===== config.mk =====
export PLATFORM = sky130hd
export DESIGN_NAME = float_mul_normal_pipe
export DESIGN_NICKNAME = d
export VERILOG_FILES = /design/src/rtl/float_mul_normal_pipe.sv
export SDC_FILE = /design/constraint.sdc
export NUM_CORES = 1
export LEC_CHECK = 0
export ABC_CLOCK_PERIOD_IN_PS = 15300
export BUFFER_PORTS_ARGS = -buffer_cell sky130_fd_sc_hd__buf_2
export CELL_PAD_IN_SITES_DETAIL_PLACEMENT = 1
export CELL_PAD_IN_SITES_GLOBAL_PLACEMENT = 1
export CORE_MARGIN = 2
export CORE_UTILIZATION = 35
export CTS_BUF_LIST = sky130_fd_sc_hd__clkbuf_4 sky130_fd_sc_hd__clkbuf_8
export DETAILED_ROUTE_END_ITERATION = 10
export PLACE_DENSITY = 0.73
export RECOVER_POWER = 50
export SLEW_MARGIN = 40
export SYNTH_ARGS = -nofsm -noshare
export SYNTH_HDL_FRONTEND = slang
export SYNTH_SLANG_ARGS = --single-unit

===== constraint.sdc =====
create_clock -name clk -period 15.3 [get_ports clk]
set_clock_uncertainty 0.05 [all_clocks]
set_input_delay 0.765 -clock clk [delete_from_list [all_inputs] [get_ports clk]]
set_output_delay 0.765 -clock clk [all_outputs]
set_load 0.01 [all_outputs]

===== src/rtl/float_mul_normal_pipe.sv =====
// Normalise-and-round stage for the float multiplier: leading-one detect, then
// shift, round-to-nearest-even and saturate, as a 2-stage valid/ready pipeline.
module float_mul_normal_pipe #(
    parameter int E = 8,
    parameter int M = 23
) (
    input  logic             clk,
    input  logic             rst_n,
    input  logic             in_valid,
    output logic             in_ready,
    input  logic             ins,
    input  logic [E+1:0]     ine,
    input  logic [2*M+1:0]   inm,
    output logic             out_valid,
    input  logic             out_ready,
    output logic             outs,
    output logic [E-1:0]     oute,
    output logic [M-1:0]     outm,
    output logic             ovf,
    output logic             unf,
    output logic             inexact
);

    localparam int P   = 2 * M + 2;
    localparam int LZW = $clog2(P);
    // Extra headroom so ine+1 and ine-lz (plus round carry) never wrap.
    localparam int EXW = E + 4;

    localparam logic signed [EXW-1:0] EX_ONE  = {{(EXW-1){1'b0}}, 1'b1};
    localparam logic signed [EXW-1:0] EX_ZERO = {EXW{1'b0}};
    localparam logic signed [EXW-1:0] EX_MAX  = {{(EXW-E){1'b0}}, {E{1'b1}}};

    function automatic logic [LZW-1:0] lzc(input logic [P-2:0] x);
        logic [LZW-1:0] cnt;
        logic           found;
        cnt   = {LZW{1'b0}};
        found = 1'b0;
        for (int i = P - 2; i >= 0; i--) begin
            if (!found) begin
                if (x[i]) begin
                    found = 1'b1;
                end else begin
                    cnt = cnt + {{(LZW-1){1'b0}}, 1'b1};
                end
            end else begin
                found = 1'b1;
            end
        end
        return cnt;
    endfunction

    logic             v1_r, v2_r;
    logic             s1_r, rsh1_r, zero1_r;
    logic [E+1:0]     e1_r;
    logic [P-1:0]     m1_r;
    logic [LZW-1:0]   lz1_r;
    logic             en1_s, en2_s;

    assign en2_s     = !v2_r | out_ready;
    assign en1_s     = !v1_r | en2_s;
    assign in_ready  = en1_s & rst_n;
    assign out_valid = v2_r;

    // Stage 1: capture the beat with its leading-one information.
    always_ff @(posedge clk or negedge rst_n) begin
        if (!rst_n) begin
            v1_r    <= 1'b0;
            s1_r    <= 1'b0;
            e1_r    <= {(E+2){1'b0}};
            m1_r    <= {P{1'b0}};
            rsh1_r  <= 1'b0;
            lz1_r   <= {LZW{1'b0}};
            zero1_r <= 1'b0;
        end else if (en1_s) begin
            v1_r <= in_valid;
            if (in_valid) begin
                s1_r    <= ins;
                e1_r    <= ine;
                m1_r    <= inm;
                rsh1_r  <= inm[P-1];
                lz1_r   <= lzc(inm[P-2:0]);
                zero1_r <= (inm == {P{1'b0}});
            end
        end
    end

    logic [P-1:0]            n_s;
    logic                    sh_bit_s;
    logic signed [EXW-1:0]   e1x_s, ex_s, exr_s;
    logic [M-1:0]            frac_s;
    logic                    g_s, st_s, up_s;
    logic [M:0]              fsum_s;
    logic [E-1:0]            oute_s;
    logic [M-1:0]            outm_s;
    logic                    ovf_s, unf_s, inexact_s;
    logic                    unused_s;

    assign e1x_s    = {{2{e1_r[E+1]}}, e1_r};
    assign unused_s = ^n_s[P-1:2*M];

    // Stage 2 datapath: normalise, round to nearest even, saturate.
    always_comb begin
        n_s       = {P{1'b0}};
        sh_bit_s  = 1'b0;
        ex_s      = EX_ZERO;
        exr_s     = EX_ZERO;
        oute_s    = {E{1'b0}};
        outm_s    = {M{1'b0}};
        ovf_s     = 1'b0;
        unf_s     = 1'b0;
        inexact_s = 1'b0;
        if (rsh1_r) begin
            n_s      = m1_r >> 1;
            sh_bit_s = m1_r[0];
            ex_s     = e1x_s + EX_ONE;
        end else begin
            n_s  = m1_r << lz1_r;
            ex_s = e1x_s - $signed({{(EXW-LZW){1'b0}}, lz1_r});
        end
        frac_s = n_s[2*M-1:M];
        g_s    = n_s[M-1];
        st_s   = (|n_s[M-2:0]) | sh_bit_s;
        up_s   = g_s & (st_s | frac_s[0]);
        fsum_s = {1'b0, frac_s} + {{M{1'b0}}, up_s};
        // A carry out of the fraction leaves it all-zero and bumps the exponent.
        if (fsum_s[M]) begin
            exr_s = ex_s + EX_ONE;
        end else begin
            exr_s = ex_s;
        end
        if (zero1_r) begin
            oute_s    = {E{1'b0}};
            outm_s    = {M{1'b0}};
            inexact_s = 1'b0;
        end else if (exr_s >= EX_MAX) begin
            ovf_s     = 1'b1;
            oute_s    = {E{1'b1}};
            outm_s    = {M{1'b0}};
            inexact_s = 1'b1;
        end else if (exr_s <= EX_ZERO) begin
            unf_s     = 1'b1;
            oute_s    = {E{1'b0}};
            outm_s    = {M{1'b0}};
            inexact_s = 1'b1;
        end else begin
            oute_s    = exr_s[E-1:0];
            outm_s    = fsum_s[M-1:0];
            inexact_s = g_s | st_s;
        end
    end

    // Stage 2 result register; holds while the consumer stalls.
    always_ff @(posedge clk or negedge rst_n) begin
        if (!rst_n) begin
            v2_r    <= 1'b0;
            outs    <= 1'b0;
            oute    <= {E{1'b0}};
            outm    <= {M{1'b0}};
            ovf     <= 1'b0;
            unf     <= 1'b0;
            inexact <= 1'b0;
        end else if (en2_s) begin
            v2_r <= v1_r;
            if (v1_r) begin
                outs    <= s1_r;
                oute    <= oute_s;
                outm    <= outm_s;
                ovf     <= ovf_s;
                unf     <= unf_s;
                inexact <= inexact_s;
            end
        end
    end

endmodule


==> impl_metrics.prom <==
# TYPE chip_impl_metric gauge
chip_impl_info{name="result_of_the_run",value="finished with violations"} 1
chip_impl_info{name="violations",value="capacitance limit, slew limit, setup timing"} 1
chip_impl_metric{name="worst_slew_pin_slew",unit="ns"} 2.94
chip_impl_metric{name="die-width",unit="um"} 200
chip_impl_info{name="critical_path.most_common_cell",value="ha_4"} 1
chip_impl_metric{name="floorplan.initialDensity",unit=""} 0.356
chip_impl_metric{name="finalSetupViolCount",unit=""} 5
chip_impl_info{name="cp_slowest_cell",value="or4_4"} 1
chip_impl_metric{name="number_of_sinks_handled_by_clock_tree_synthesis",unit=""} 103
chip_impl_metric{name="number_of_enable_flip_flop_cells_after_synthesis",unit=""} 0
chip_impl_metric{name="drc",unit=""} 0
chip_impl_metric{name="grt_antenna_before_repair",unit=""} 0
chip_impl_metric{name="route.antenna.remaining_nets",unit=""} 0
chip_impl_metric{name="via_to_cell_ratio",unit=""} 5.63
chip_impl_metric{name="simple_gate_portion_of_the_synthesized_area",unit=""} 0.236
chip_impl_metric{name="area_delta_synth_final",unit="%"} 21.5
chip_impl_metric{name="synth.mux.area_fraction",unit=""} 0.171
chip_impl_metric{name="clk_pin_slew_worst_paths",unit="ns"} 0.10
chip_impl_metric{name="max-slew-margin-rel",unit=""} -0.959
chip_impl_metric{name="power.internal",unit="mW"} 0.699
chip_impl_metric{name="required",unit="ns"} 15.52
chip_impl_info{name="cts.root.buffer_cell",value="clkbuf_8"} 1
chip_impl_metric{name="synth_seq_area_share",unit=""} 0.192
chip_impl_metric{name="period_minus_ws_final",unit="ns"} 17.66
chip_impl_metric{name="detailroute.via_count",unit=""} 13500
chip_impl_info{name="cts_tree",value="done"} 1
chip_impl_metric{name="ys_seq_elements",unit=""} 103
chip_impl_metric{name="post_detailed_route_wirelength_per_cell",unit="um"} 18.4
chip_impl_info{name="worst_setup_path_class",value="input pin to flip-flop"} 1
chip_impl_metric{name="synthesized_area_fraction_occupied_by_xor_and_xnor_cells",unit=""} 0.121
chip_impl_metric{name="ctsHoldBuffers",unit=""} 0
chip_impl_metric{name="boundaryPins",unit=""} 100
chip_impl_metric{name="power_frac_clock",unit=""} 0.135
chip_impl_metric{name="area_of_the_multi_input_gates",unit="mm^2"} 0.0108
chip_impl_metric{name="syn-num-nets",unit=""} 1790
chip_impl_metric{name="count_of_cell_types_in_the_netlist",unit=""} 88
chip_impl_metric{name="switching_power",unit="mW"} 0.536
chip_impl_metric{name="core_area",unit="mm^2"} 0.0377
chip_impl_metric{name="antenna_cells",unit=""} 0
chip_impl_info{name="largest_family_of_logic_cells_by_synthesized_area",value="simple AND/OR/NAND/NOR gates"} 1
chip_impl_metric{name="buffer_ports.inserted",unit=""} 99
chip_impl_metric{name="syn_area_per_cell",unit="um^2"} 8.04
chip_impl_info{name="min-delay-path-class",value="flip-flop to flip-flop"} 1
chip_impl_metric{name="switching_share",unit=""} 0.434
chip_impl_metric{name="power.ir.vdd_worst",unit="V"} 0.0000347
chip_impl_metric{name="arrival",unit="ns"} 17.87
chip_impl_metric{name="number_of_buffers_inserted_during_clock_tree_synthesis",unit=""} 9
chip_impl_metric{name="hold-worst-slack",unit="ns"} 0.455
chip_impl_info{name="synthFlopType",value="dfrtp_1"} 1
chip_impl_metric{name="grt_max_degree",unit=""} 84
chip_impl_metric{name="filler_cells_inserted",unit=""} 4627
chip_impl_metric{name="async_flop_share",unit=""} 1.00
chip_impl_metric{name="postLayoutSetupSlackWorst",unit="ns"} -2.36
chip_impl_metric{name="worst-path-max-fanout",unit=""} 2
chip_impl_metric{name="finalWirelength",unit="mm"} 44.1
chip_impl_metric{name="floorplan.rows",unit=""} 71
chip_impl_metric{name="drt_iter0_markers",unit=""} 621
chip_impl_metric{name="power.share.combinational",unit=""} 0.548
chip_impl_metric{name="minimum_setup_slack_after_placement",unit="ns"} -3.04
chip_impl_metric{name="netlist_area",unit="mm^2"} 0.0134
chip_impl_metric{name="seqCellArea",unit="mm^2"} 0.00258
chip_impl_metric{name="achievable-frequency",unit="MHz"} 56.6
chip_impl_metric{name="track_usage",unit=""} 0.219
chip_impl_metric{name="synth-compound-area-share",unit=""} 0.183
chip_impl_metric{name="report.power.total",unit="mW"} 1.24
chip_impl_metric{name="synthAdderAreaFrac",unit=""} 0.0562
chip_impl_metric{name="synth_instances",unit=""} 1669
chip_impl_info{name="critical_path.startpoint_type",value="input pin"} 1
chip_impl_info{name="critical_path.endpoint_type",value="flip-flop"} 1
chip_impl_metric{name="drv_cap",unit=""} 3
chip_impl_metric{name="die_y",unit="um"} 200
chip_impl_metric{name="grt_first_pass_wirelength",unit="mm"} 71.8
chip_impl_metric{name="number_of_nets_in_the_layout",unit=""} 1999
chip_impl_metric{name="post_route_cells_drive_above_1_share",unit=""} 0.269
chip_impl_metric{name="globalplace.congestion",unit=""} 0.932
chip_impl_metric{name="yosys_warnings",unit=""} 0
chip_impl_metric{name="place_hpwl",unit="mm"} 34.5
chip_impl_metric{name="global_route_congestion_overflow_total",unit=""} 0
chip_impl_metric{name="seq_power_share",unit=""} 0.318
chip_impl_metric{name="clkLatencyLatePin",unit="ns"} 0.40
chip_impl_metric{name="cp_slowest_stage_delay",unit="ns"} 0.54
chip_impl_metric{name="leakage",unit="nW"} 6.79
chip_impl_metric{name="drt_pre_antenna_iters",unit=""} 5
chip_impl_metric{name="setup_tns",unit="ns"} -9.93
chip_impl_metric{name="number_of_global_route_vias_before_repair",unit=""} 13900
chip_impl_metric{name="hold_viol_final",unit=""} 0
chip_impl_info{name="rsz0062_at_grt",value="yes"} 1
chip_impl_metric{name="dieArea",unit="mm^2"} 0.0399
chip_impl_metric{name="cts_buffer_depth",unit=""} 2
chip_impl_metric{name="pwr_density_cell",unit="mW/mm^2"} 75.8
chip_impl_metric{name="htree_levels",unit=""} 3
chip_impl_metric{name="period_share",unit=""} 1.15
chip_impl_metric{name="timing_max_transition_violations_final",unit=""} 146
[routing by layer]
metal / vias up / part of all wire / track usage
met5: - / 0 / 0
met4: 0 / 0.018 / 0.0513
met1: 6699 / 0.46 / 0.294
met2: 246 / 0.49 / 0.381
li1: 6468 / - / -
met3: 67 / 0.030 / 0.0190
[cell usage after synthesis, drive strengths merged, types with 8 or more instances]
library cell  instances  share of area
a22oi                10         0.0056
a22o                 31          0.020
or3                  12         0.0056
xnor2                92          0.070
and3                 15         0.0070
a211oi               13         0.0073
nand2b               22          0.010
o21bai               11         0.0062
o21ai               113          0.042
mux2i                81          0.061
nand3                38          0.014
nor4                 22          0.012
mux4                 31          0.052
nor3                 50          0.020
nand2               228          0.064
clkbuf               65          0.018
a21o                  8         0.0045
nor2                156          0.045
o22ai                13         0.0061
a21oi                95          0.035
inv                  50          0.014
buf                  20         0.0068
a31oi                16         0.0075
dfrtp               103           0.19
nor2b                34          0.016
a221o                 8         0.0060
nand4                15         0.0075
ha                   57          0.053
o21a                  9         0.0050
and2                 19         0.0089
xor2                 46          0.034
mux2                 69          0.058
nand3b               10         0.0056
o211ai               11         0.0062
[worst max-delay path: cells and delay by family]
kind / cells / cell delay, ns
adder cells (fa/ha/maj): 19 / 4.91
buffers and inverters: 7 / 0.60
XOR/XNOR: 2 / 0.30
AND/OR/NAND/NOR: 30 / 3.76
AO/OA/AOI/OAI: 43 / 5.83
multiplexers: 8 / 1.71
[kinds of logic after synthesis]
family          after synthesis
fa+ha+maj                    60
compound gates              385
mux                         181
flops                       103
buf+inv                     138
simple gates                654
xor+xnor                    148
[power groups by stage]
| stage | Clock [mW] | Combinational [mW] | Sequential, mW |
|---|---|---|---|
| floorplan | 0 | 0.431 | 0.398 |
| global placement | 0 | 0.634 | 0.392 |
| detailed placement | 0 | 0.657 | 0.398 |
| CTS | 0.170 | 0.667 | 0.392 |
| global route | 0.183 | 0.746 | 0.402 |
| finish | 0.166 | 0.677 | 0.392 |
[metrics by stage]
step                cell area (um^2)   util  cells
floorplan                      13600      -   1669
global placement               15600  0.414   2349
detailed placement             15600  0.415   2349
CTS                            16000  0.424   2378
global route                   16300  0.433   2394
finish                         16300  0.433   2394
[final timing paths]
path	slack (ns)	end	from	cells past startpoint
worst max register to register	8.31	outm[2]	lz1_r[1]	26
worst max-delay path	-2.36	lz1_r[4]	inm[44]	109
worst min register to register	0.46	ovf	ovf	1
worst min-delay path	0.46	ovf	ovf	1
min in group asynchronous	1.14	outm[17]	rst_n	1
max in group asynchronous	10.04	lz1_r[0]	rst_n	2
[cell usage in the layout, fill, tap and decap left out, drive strengths merged, types with 34 or more instances in the layout]
| master | n |
|---|---|
| nand3 | 38 |
| inv | 51 |
| clkbuf | 41 |
| mux2i | 81 |
| buf | 252 |
| nand2 | 228 |
| nor2b | 34 |
| o21ai | 113 |
| mux2 | 69 |
| a21oi | 95 |
| dfrtp | 103 |
| xor2 | 46 |
| nor2 | 156 |
| nor3 | 50 |
| xnor2 | 92 |
| ha | 57 |
[repair_timing]
action | in CTS | in global routing
pin swaps | 25 | 63
hold endpoints to repair | 0 | 0
resized for setup | 17 | 47
endpoints found under the setup margin | 5 | 5
buffers inserted | 13 | 17
[final cells by class]
cell class | instances | area share
Multi-Input combinational cell | 1428 | 0.665
Sequential cell | 103 | 0.158
Timing Repair Buffer | 283 | 0.114
Tap cell | 511 | 0.0392
Inverter | 53 | 0.0122
Clock buffer | 10 | 0.00845
Clock inverter | 6 | 0.00261
[registers in the layout, summed over array words and instances, names as in the netlist, 6 cells and up]
register and count:
e1_r 10, oute 8, m1_r 48, lz1_r 6
outm 23
Power figures use the tool's default switching activity.
